===== src/rtl/sram_port_ctrl_pkg.sv =====
// Shared helpers for the SRAM port controller: width function, FIFO op
// encoding and the response entry layout {err, rdata}.
package sram_port_ctrl_pkg;

  // Response entry layout: bit RSP_ERR_BIT(dw) is err, bits [dw-1:0] are rdata
  function automatic int unsigned rsp_entry_width(input int unsigned dw);
    return dw + 1;
  endfunction

  // Number of bits needed to represent value (0 -> 0 bits)
  function automatic int unsigned clogb2(input int unsigned value);
    int unsigned v;
    int unsigned bits;
    v    = value;
    bits = 0;
    while (v > 0) begin
      bits = bits + 1;
      v    = v >> 1;
    end
    return bits;
  endfunction

  typedef enum logic [1:0] {
    FIFO_HOLD = 2'b00,
    FIFO_POP  = 2'b01,
    FIFO_PUSH = 2'b10,
    FIFO_BOTH = 2'b11
  } fifo_op_e;

endpackage


===== src/rtl/sram_rsp_fifo.sv =====
// In-order response queue with occupancy count; head reads as 0 when empty.
module sram_rsp_fifo
  import sram_port_ctrl_pkg::*;
#(
  parameter int unsigned WIDTH = 33,
  parameter int unsigned DEPTH = 2,
  parameter int unsigned CW    = 2
) (
  input  logic             clka,
  input  logic             rsta,
  input  logic             push,
  input  logic [WIDTH-1:0] push_data,
  input  logic             pop,
  output logic [WIDTH-1:0] pop_data,
  output logic [CW-1:0]    count
);

  localparam int unsigned PW = (clogb2(DEPTH - 1) < 1) ? 1 : clogb2(DEPTH - 1);

  logic [WIDTH-1:0] mem [DEPTH];
  logic [PW-1:0]    wr_ptr;
  logic [PW-1:0]    rd_ptr;
  fifo_op_e         op;

  assign op = fifo_op_e'({push, pop});

  // Storage array; contents are only observed through a valid count
  always_ff @(posedge clka) begin
    if (push) mem[wr_ptr] <= push_data;
  end

  // Pointers and count, wrapping at DEPTH
  always_ff @(posedge clka or posedge rsta) begin
    if (rsta) begin
      wr_ptr <= '0;
      rd_ptr <= '0;
      count  <= '0;
    end else begin
      if (push) wr_ptr <= (wr_ptr == PW'(DEPTH - 1)) ? '0 : wr_ptr + PW'(1);
      if (pop)  rd_ptr <= (rd_ptr == PW'(DEPTH - 1)) ? '0 : rd_ptr + PW'(1);
      case (op)
        FIFO_PUSH: count <= count + CW'(1);
        FIFO_POP:  count <= count - CW'(1);
        default:   count <= count;
      endcase
    end
  end

  // Head entry, forced to 0 while empty
  always_comb begin
    pop_data = '0;
    if (count != '0) pop_data = mem[rd_ptr];
  end

endmodule


===== src/rtl/sram_port_ctrl.sv =====
// Initiator side of a single-port byte-write SRAM: turns a valid/ready
// request channel into SRAM strobes and queues the registered read data.
// Optional out-of-range checking: define SRAM_PORT_CTRL_RANGE_CHECK_EN.
module sram_port_ctrl
  import sram_port_ctrl_pkg::*;
#(
  parameter int unsigned NB_COL    = 4,
  parameter int unsigned COL_WIDTH = 8,
  parameter int unsigned RAM_DEPTH = 8192,
  parameter int unsigned REQ_AW    = 32,
  parameter int unsigned RSP_DEPTH = 2
) (
  input  logic                                 clka,
  input  logic                                 rsta,
  input  logic                                 req_valid,
  output logic                                 req_ready,
  input  logic [REQ_AW-1:0]                    req_addr,
  input  logic [NB_COL*COL_WIDTH-1:0]          req_wdata,
  input  logic [NB_COL-1:0]                    req_wstrb,
  output logic                                 rsp_valid,
  input  logic                                 rsp_ready,
  output logic [NB_COL*COL_WIDTH-1:0]          rsp_rdata,
  output logic                                 rsp_err,
  output logic                                 sram_en,
  output logic [NB_COL-1:0]                    sram_we,
  output logic [clogb2(RAM_DEPTH-1)-1:0]       sram_addr,
  output logic [NB_COL*COL_WIDTH-1:0]          sram_din,
  input  logic [NB_COL*COL_WIDTH-1:0]          sram_dout
);

  localparam int unsigned DW    = NB_COL * COL_WIDTH;
  localparam int unsigned EW    = rsp_entry_width(DW);
  localparam int unsigned OFF_W = clogb2(NB_COL - 1);
  localparam int unsigned AW    = clogb2(RAM_DEPTH - 1);
  localparam int unsigned CW    = clogb2(RSP_DEPTH);

  logic          accept;
  logic          pop;
  logic          range_err;
  logic          infl_q;
  logic          infl_read_q;
  logic          infl_err_q;
  logic [AW-1:0] word;
  logic [CW-1:0] count;
  logic [CW:0]   occ;
  logic [EW-1:0] push_data;
  logic [EW-1:0] head;
  logic          unused_addr_bits;

  assign word   = req_addr[OFF_W +: AW];
  assign accept = req_valid & req_ready;
  assign pop    = rsp_valid & rsp_ready;

`ifdef SRAM_PORT_CTRL_RANGE_CHECK_EN
  // Flag words past the array or any address bit above the word field
  always_comb begin
    range_err = 1'b0;
    if (req_addr[REQ_AW-1:OFF_W+AW] != '0) range_err = 1'b1;
    if ({1'b0, word} >= (AW+1)'(RAM_DEPTH)) range_err = 1'b1;
  end
  assign unused_addr_bits = ^req_addr[OFF_W-1:0];
`else
  assign range_err        = 1'b0;
  assign unused_addr_bits = ^{req_addr[REQ_AW-1:OFF_W+AW], req_addr[OFF_W-1:0]};
`endif

  // Credit: queued + in-flight, less this cycle's pop, must leave a free slot
  always_comb begin
    occ       = (CW+1)'(count) + (CW+1)'(infl_q) - (CW+1)'(pop);
    req_ready = ~rsta & (occ < (CW+1)'(RSP_DEPTH));
  end

  // SRAM strobes straight from the accepted request
  always_comb begin
    sram_en   = accept & ~range_err;
    sram_we   = '0;
    sram_addr = word;
    sram_din  = req_wdata;
    if (sram_en) sram_we = req_wstrb;
  end

  // Track the access whose read data arrives next cycle
  always_ff @(posedge clka or posedge rsta) begin
    if (rsta) begin
      infl_q      <= 1'b0;
      infl_read_q <= 1'b0;
      infl_err_q  <= 1'b0;
    end else begin
      infl_q      <= accept;
      infl_read_q <= (req_wstrb == '0);
      infl_err_q  <= range_err;
    end
  end

  // Response entry: read data only for good reads, else zero
  always_comb begin
    push_data = '0;
    push_data[DW] = infl_err_q;
    if (infl_read_q && !infl_err_q) push_data[DW-1:0] = sram_dout;
  end

  sram_rsp_fifo #(
    .WIDTH (EW),
    .DEPTH (RSP_DEPTH),
    .CW    (CW)
  ) u_rsp_fifo (
    .clka      (clka),
    .rsta      (rsta),
    .push      (infl_q),
    .push_data (push_data),
    .pop       (pop),
    .pop_data  (head),
    .count     (count)
  );

  assign rsp_valid = (count != '0);
  assign rsp_err   = head[DW];
  assign rsp_rdata = head[DW-1:0];

endmodule


===== config.mk =====
export PLATFORM = sky130hd
export DESIGN_NAME = sram_port_ctrl
export DESIGN_NICKNAME = d
export VERILOG_FILES = /design/src/rtl/sram_port_ctrl_pkg.sv /design/src/rtl/sram_rsp_fifo.sv /design/src/rtl/sram_port_ctrl.sv
export SDC_FILE = /design/constraint.sdc
export NUM_CORES = 1
export LEC_CHECK = 0
export ABC_CLOCK_PERIOD_IN_PS = 5140
export BUFFER_PORTS_ARGS = -buffer_cell sky130_fd_sc_hd__buf_2
export CORE_MARGIN = 3
export CORE_UTILIZATION = 35
export CTS_CLUSTER_SIZE = 25
export DETAILED_ROUTE_END_ITERATION = 6
export PLACE_DENSITY_LB_ADDON = 0.12
export SYNTH_ARGS = -nofsm -noshare
export SYNTH_HDL_FRONTEND = slang
export SYNTH_SLANG_ARGS = --single-unit
export TNS_END_PERCENT = 10

===== constraint.sdc =====
create_clock -name clka -period 5.14 [get_ports clka]
set_input_delay 0.514 -clock clka [delete_from_list [all_inputs] [get_ports clka]]
set_output_delay 0.514 -clock clka [all_outputs]
set_load 0.02 [all_outputs]

* Word level (Yosys, flattened, before mapping)
Memories as Yosys holds them, arrays and structs flattened.
Cells that the tools add are included.
** Cells by class
- $add $sub $neg :: 6
- $lt $le $gt $ge :: 1
- Eq/ne operators :: 2
- Bitwise operators :: 4
- Reductions and logical operators :: 3
- Mux-type cells :: 8
** Operator list (number)
- $mux 33 :: 1
- $mux 32 :: 1
- $logic_not 4->1 :: 1
- $mux 1 :: 4
- $mux 4 :: 1
- $pmux 2 s2 :: 1
- $reduce_bool 2->1 :: 2
- $add 2x1->3 :: 1
- $and 1x1->1 :: 3
- $lt 3x2->1 const B :: 1
- $sub 3x1->3 :: 1
- $add 1x1->1 const B :: 2
- $add 2x1->2 const B :: 1
- $eq 2x1->1 const B :: 1
- $eq 2x2->1 const B :: 1
- $sub 2x1->2 const B :: 1
- $not 1->1 :: 1
** Storage, ports and cells
- Register bits :: 6
- Word-level logic and storage cells :: 30
- Memory bits (writable) :: 64
- Memories kept :: 1
- Input port bits :: 104
** Memory list
- u_rsp_fifo.mem :: depth 2, bits a word 32, rd ports 1, clocked after memory_dff 0, wr ports 1, line sram_rsp_fifo.sv:20 : logic [WIDTH-1:0] mem [DEPTH];

* Depth between registers and ports, before layout
Gate-level depths: netlist of run 1.
- Depth in word-level cells :: 7
- Gate-level depth with buffers :: 7
- Gate-level depth less buffers :: 6

* Cells and area by module
From an unflattened synthesis of run 1, not the netlist that was laid out.
** Unflattened totals
- Cell total of the unflattened synthesis :: 258
- Area total of the unflattened synthesis :: 3422.0 µm²
** By module, submodules not included
- sram_rsp_fifo :: cells each 155, instances 1, area each 2676.3 µm², sequential area each 2082.0 µm²
- sram_port_ctrl :: cells each 103, instances 1, area each 745.7 µm², sequential area each 50.0 µm²

* Worst setup path after synthesis of run 1
No wires, ideal clock.
- Kind :: register -> register
- Start point :: register infl_q
- End point :: memory u_rsp_fifo.mem[0][0] (netlist name), enable pin
- Path slack :: 2.688 ns
- Path buffers :: 1
- Arrival :: 2.027 ns
- Stages on the path, launching flop included :: 3
- Required time :: 4.715 ns
- Cells stage by stage :: dfrtp_1 > clkbuf_1 > nor2b_1
** Between the ends
- Longest elaborated chain between the ends :: 2
** RTL lines
- start, declared :: line sram_port_ctrl.sv:40 : logic infl_q;
- start signal, assigned :: line sram_port_ctrl.sv:89 : infl_q <= accept;
- $mux 1 :: line sram_rsp_fifo.sv:29 : if (push) mem[wr_ptr] <= push_data;
- $mux 1 (not written as such) :: line sram_rsp_fifo.sv:29
- end, declared :: line sram_rsp_fifo.sv:20
Every way passes these cells.

* Worst setup path in the final report of run 1
- Start point :: register u_rsp_fifo.count[1]
- End point :: output port sram_we[2]
** Between the ends
- Longest elaborated chain between the ends :: 7
** RTL lines
- start, declared :: line sram_rsp_fifo.sv:15 : output logic [CW-1:0] count
- start signal, assigned :: line sram_rsp_fifo.sv:42 : FIFO_PUSH: count <= count + CW'(1);
- start signal, assigned :: line sram_rsp_fifo.sv:43 : FIFO_POP: count <= count - CW'(1);
- start signal, assigned :: line sram_rsp_fifo.sv:44 : default: count <= count;
- branches (longest 2 deep; another with $add 2x1->3)
- $sub 3x1->3 (*) :: line sram_port_ctrl.sv:69 : occ = (CW+1)'(count) + (CW+1)'(infl_q) - (CW+1)'(pop);
- $lt 3x2->1 (*) :: line sram_port_ctrl.sv:70 : req_ready = ~rsta & (occ < (CW+1)'(RSP_DEPTH));
- $and 1x1->1 (*) :: line sram_port_ctrl.sv:70
- $and 1x1->1 (*) :: line sram_port_ctrl.sv:51 : assign accept = req_valid & req_ready;
- $mux 4 (*) :: line sram_port_ctrl.sv:79 : if (sram_en) sram_we = req_wstrb;
- end, declared :: line sram_port_ctrl.sv:25 : output logic [NB_COL-1:0] sram_we,
Every way passes the cells marked *.

==> reports/qor.yml, run 1 <==
floorplan:
  core_area_mm2: 0.00898
  die_w_um: 103
  rows: 34
  dieArea_mm2: 0.0107
  die_y_um: 103
  io_pins: 189
  start_util_pct: 37.0
placed_design:
  gp_congestion: 0.699
  placed_cell_area_mm2: 0.00347
  post-place-cells: 399
  hpwlAfterDp_mm: 3.59
  port_buffers: 78
power_and_ir_drop:
  p_total_w: 0.00181
  peakVddDrop_v: 0.000272
  p_leak_nw: 1.56
  power_density_mw_per_mm2: 496
timing:
  worstMarginPinSlew_ns: 1.04
  finalHoldViolations: 0
  fin_crit_ns: 2.85
  slew_violations: 0
  setup_viol: 0
  slew_headroom_pct: 30.8
  fmax_mhz: 351
  fin_skew_ns: 0.00865
  rsz0062_at_grt: "no"
  tns_ns: 0
  final.period_utilization_pct: 55.4
synth:
  avgSynthCellArea_um2: 13.1
  ys_ff_latch: 70
  syn_nets: 358
  synth_top_cell_area_share_pct: 57.9
  ys_warn_count: 0
  syn_inst: 253
  yosysUniqueCellTypes: 24
  yosysSeqAreaShare_pct: 62.5
  synth_area_mm2: 0.00332
  yosysTopAreaCell: "edfxtp_1"
  synth.top_cells.by_area: "edfxtp_1, buf_4, mux2i_1, and2_1, dfrtp_1"
grt:
  grt.total_usage_pct: 11.7
  grt_pass1_wl_mm: 9.15
  grt_overflow: 0
  antenna_found_initial: 0
  grt_max_degree: 34
  grt_pass1_vias: 1924
final_layout:
  n_fill_cell: 873
  antenna_cells: 0
  multi_input_area_um2: 836
  ff_latch_area_mm2: 0.00207
  drive_gt1_share_pct: 33.3
  layout.cells.non_filler: 414
  finalNetCount: 389
  syn2layout_area_growth_pct: 9.92
  final_area_mm2: 0.00365
routing:
  met2_length_mm: 2.74
  routed_wl_mm: 5.94
  drc: 0
  firstDrtPassIters: 4
  wl_per_cell_um: 14.4
  drt-initial-drc-count: 59
  ant_nets: 0
  vias: 1837
  wl_met3_um: 544
  highest_layer: "met4"
  wl_met1_mm: 2.51
  vias_per_cell: 4.44
clock_tree:
  ctsHoldBuffers: 0
  cts_sinks: 70
  post_cts_buffers: 0
  clock_path_buffers: 2
  htreeDepth: 3
  clk_pin_slew_worst_paths_ns: 0.07
  cts_resized: 0
  cts_buffers: 9
  cts_tree: "done"
  clock_latency_ns: 0.33
  cts-root-buf: "clkbuf_8"
worst_setup_path:
  crit_type: "register to output port"
  max_stage_delay_ns: 0.52
  cp-start-kind: "register"
  cp_common_cell: "and3_1"
  cpMaxStageDelayCell: "dfrtp_1"
  critPathArrivalTime_ns: 2.34
  crit_chain: "and3b_2 -> o21ai_0 -> fa_1 -> xnor2_1 -> and3_1 -> and3_1 -> buf_2"
  end_kind: "output port"
  cp_data_required_time_ns: 4.63
  crit_fanout: 7
flow_run:
  maxCapViolCount: 0
min_path:
  worstHoldPathType: "input port to asynchronous set/reset pin"
outcome:
  status: "complete, no violations"
cells in the mapped netlist (all sizes together):
| cell | number |
|---|---|
| edfxtp | 64 |
| buf | 54 |
| and2 | 34 |
| nor2 | 34 |
| mux2i | 32 |
| dfrtp | 6 |
| and3 | 5 |
| clkbuf | 4 |
| inv | 3 |
| xnor2 | 3 |
| a21oi | 2 |
| nor2b | 2 |
| and3b | 1 |
| and4 | 1 |
| conb | 1 |
| fa | 1 |
| nand2 | 1 |
| nand2b | 1 |
| nor3 | 1 |
| nor4 | 1 |
| o21ai | 1 |
| xor2 | 1 |
state kept, by name (all words and copies together) (netlist names):
name               cells
u_rsp_fifo.rd_ptr      1
u_rsp_fifo.count       2
u_rsp_fifo.wr_ptr      1
u_rsp_fifo.mem        64
infl_read_q            1
infl_q                 1
worst paths after layout:
| kind | from | endpoint | slack, ns | depth (start not counted) |
|---|---|---|---|---|
| max in group asynchronous | rsta | u_rsp_fifo.rd_ptr | 4.81 | 2 |
| setup reg to reg | u_rsp_fifo.count[1] | infl_q | 3.20 | 6 |
| min in group clka | req_wstrb[3] | infl_read_q | 0.34 | 2 |
| setup / recovery | u_rsp_fifo.count[1] | sram_we[2] | 2.29 | 7 |
| hold reg to reg | u_rsp_fifo.wr_ptr | u_rsp_fifo.wr_ptr | 0.54 | 1 |
| hold / removal | rsta | u_rsp_fifo.count[0] | 0.09 | 2 |
cell usage in the layout, fill, tap and decap left out, drive strengths merged, types with 4 or more instances in the layout:
master  instances
and2           34
and3            5
buf            78
clkbuf          9
clkinv          4
dfrtp           6
edfxtp         64
mux2i          32
nor2           34
stage by stage:
step                      util [%]  setup slack [ns]  hold slack (ns)
after floorplan                  -              2.69            0.310
after global placement        38.6              2.59            0.463
after detailed placement      38.6              2.57            0.469
after CTS                     40.6              2.25           0.0927
after global routing          40.6              2.14            0.101
final                         40.6              2.29           0.0946
layer usage:
layer / global-route usage [%] / vias to the layer above
met3: 4.49 / 20
met5: 0 / -
met1: 13.2 / 854
met4: 7.07 / 0
li1: - / 881
met2: 18.8 / 82
where the power goes:
group	leakage, nW	switching, W	internal (W)
combinational	0.790	0.000356	0.000226
clock	0.0876	0.000195	0.000216
sequential	0.679	0.000103	0.000713
total	1.56	0.000654	0.00115
area by class of cell:
type                       count  share of cell area, %
clock buffer                   9                   3.40
clock inverter                 6                   1.48
inverter                       3                  0.309
multi-input combinational    122                   22.9
sequential                    70                   56.9
tap                          126                   4.32
timing repair buffer          78                   10.7
cells by family (layout without fill, tap and decap cells):
| logic type | Yosys count | count (layout) | share of synthesized area [%] |
|---|---|---|---|
| buffers and inverters | 61 | 96 | 12.8 |
| xor gates and xnor gates | 4 | 4 | 1.06 |
| DFF | 70 | 70 | 62.5 |
| and+or+nand+nor | 81 | 81 | 12.8 |
| AOI/OAI and AO/OA | 3 | 3 | 0.453 |
| adders and majority gates | 1 | 1 | 0.604 |
| other | 1 | 1 | 0.113 |
| muxes | 32 | 32 | 9.66 |
worst max-delay path, delay by kind of cell, from the launching register on:
family,cells,cell delay [ns]
AND/OR/NAND/NOR,3,0.69
XOR/XNOR,1,0.13
flip-flops,1,0.52
AO/OA/AOI/OAI,1,0.11
buffers and inverters,1,0.16
adder cells (fa/ha/maj),1,0.40
Power figures use the tool's default switching activity.
==> run 2, diff against run 1 <==
--- a/config.mk
+++ b/config.mk
@@ -5,7 +5,7 @@
 export SDC_FILE = /design/constraint.sdc
 export NUM_CORES = 1
 export LEC_CHECK = 0
-export ABC_CLOCK_PERIOD_IN_PS = 5140
+export ABC_CLOCK_PERIOD_IN_PS = 2640
 export BUFFER_PORTS_ARGS = -buffer_cell sky130_fd_sc_hd__buf_2
 export CORE_MARGIN = 3
 export CORE_UTILIZATION = 35
==> constraint.sdc (replaced) <==
create_clock -name clka -period 2.64 [get_ports clka]
set_input_delay 0.264 -clock clka [delete_from_list [all_inputs] [get_ports clka]]
set_output_delay 0.264 -clock clka [all_outputs]
set_load 0.02 [all_outputs]
==> run 2 against run 1 <==
Against the previous run: core utilization is 1.0 points higher; flip-flop and latch count stayed put; sequential share of layout area is 1.4 points lower; global-route usage is 0.49 points higher; combinational power is 120% higher; sequential power is 85% higher; clock-buffer cell count stayed put; die area stayed put; wire length is 3.3% higher; non-clock buffer count is 7 higher; critical path depth stayed put; design area is 2.6% higher.
==> reports/qor.yml, run 2 (synthesis gave the netlist of run 1 again) <==
floorplan:
  rows: 34
  io_pins: 189
  die_y_um: 103
  core_area_mm2: 0.00898
  dieArea_mm2: 0.0107
  start_util_pct: 37.0
  die_w_um: 103
clock_tree:
  htreeDepth: 3
  cts_sinks: 70
  clock_latency_ns: 0.33
  clk_pin_slew_worst_paths_ns: 0.07
  cts_tree: "done"
  cts-root-buf: "clkbuf_8"
  clock_path_buffers: 2
  cts_buffers: 9
grt:
  grt_overflow: 0
  grt_pass1_vias: 1952
  grt_pass1_wl_mm: 9.48
  grt_max_degree: 23
  antenna_found_initial: 0
  grt.total_usage_pct: 12.2
power_and_ir_drop:
  p_clk_share_pct: 22.8
  p_leak_nw: 1.60
  p_switching_w: 0.00130
  power_density_mw_per_mm2: 963
  peakVddDrop_v: 0.000376
  seqPwrFrac_pct: 41.8
  p_int_w: 0.00230
  switching_share_pct: 36.0
  combPwrFrac_pct: 35.4
routing:
  ant_nets: 0
  routed_wl_mm: 6.14
  vias_per_cell: 4.34
  firstDrtPassIters: 4
  wl_per_cell_um: 14.5
  vias: 1833
  drc: 0
  drt-initial-drc-count: 58
timing:
  finalWorstSetupSlack_ns: 0.139
  finalHoldViolations: 0
  fin_skew_ns: 0.00570
  final.period_utilization_pct: 94.7
  fmax_mhz: 400
  hold_ws_ns: 0.0984
  slew_headroom_pct: 62.1
  setup_viol: 0
  worstMarginPinSlew_ns: 0.568
  tns_ns: 0
  slew_violations: 0
  fin_crit_ns: 2.50
final_layout:
  n_fill_cell: 875
  multi_input_area_um2: 837
  mostFrequentLayoutCell: "buf_2"
  final_area_mm2: 0.00374
  drive_gt1_share_pct: 35.8
  top_register: "u_rsp_fifo.mem"
  largest_reg_flops: 64
  finalNetCount: 396
  layout_top_registers: "u_rsp_fifo.mem: 64 flops, u_rsp_fifo.count: 2 flops"
  syn2layout_area_growth_pct: 12.8
  antenna_cells: 0
  ff_latch_area_mm2: 0.00207
  final_cell_mix: "buf_2, edfxtp_1, nor2_1, and2_1, mux2i_1"
min_path:
  worstHoldPathType: "input port to register"
worst_setup_path:
  end_kind: "output port"
  cp_data_required_time_ns: 2.38
  crit_fanout: 6
  critPathArrivalTime_ns: 2.24
  cp-start-kind: "register"
  crit_type: "register to output port"
placed_design:
  dp_slack_ns: 0.385
  hpwlAfterDp_mm: 4.00
  gp_congestion: 0.692
  placed_cell_area_mm2: 0.00354
  port_buffers: 78
flow_run:
  maxCapViolCount: 0
outcome:
  status: "complete, no violations"
## run 2: final timing paths
path,startpoint,cells after the start,slack [ns],endpoint
max,u_rsp_fifo.count[0],7,0.14,sram_we[1]
min reg2reg,u_rsp_fifo.wr_ptr,1,0.54,u_rsp_fifo.wr_ptr
min,req_wstrb[2],2,0.1,infl_read_q
max reg2reg,u_rsp_fifo.count[0],6,0.79,infl_q
max in group asynchronous,rsta,3,2.02,u_rsp_fifo.count[1]
min in group asynchronous,rsta,3,0.39,u_rsp_fifo.wr_ptr
## run 2: area by class of cell
type	instances	area share, %
well taps	126	4.22
multi-input cells	122	22.4
clock buffers	9	3.31
clock inverters	7	1.74
inverters	3	0.301
flip-flops and latches	70	55.5
repair buffers	85	12.6
## run 2: repair_timing
action / in CTS / in global routing
hold buffers: 1 / 0
endpoints found under the setup margin: 1 / 5
setup buffers: 0 / 0
endpoints found under the hold margin: 6 / 0
gates resized for setup: 1 / 2
## run 2: per-stage QoR
step,total power (W),utilization [%],instances
finish,0.00360,41.7,422
global route,0.00384,41.7,422
floorplan,0.00250,-,253
detailed placement,0.00285,39.4,405
CTS,0.00368,41.7,422
global placement,0.00284,39.4,405
## run 2: power by group through the flow
stage                     Clock [W]  Sequential (W)  Combinational, W
after floorplan                   0         0.00145           0.00105
after global placement            0         0.00153           0.00131
after detailed placement          0         0.00154           0.00131
after CTS                  0.000843         0.00151           0.00132
after global routing       0.000903         0.00153           0.00141
final                      0.000819         0.00151           0.00128
## run 2: critical path, stage by stage (launching register included)
cell and delay, ns:
dfrtp_1 0.44, and3b_2 0.30, o21ai_1 0.08, fa_1 0.38, xnor2_1 0.13, and3_2 0.24
and3_1 0.18, buf_2 0.15
## run 2: routing by layer
| layer | routed length, um | vias up | global-route usage, % |
|---|---|---|---|
| met4 | 114 | 0 | 5.88 |
| li1 | - | 891 | - |
| met2 | 2850 | 85 | 18.7 |
| met1 | 2640 | 837 | 14.8 |
| met5 | 0 | - | 0 |
| met3 | 537 | 20 | 5.23 |
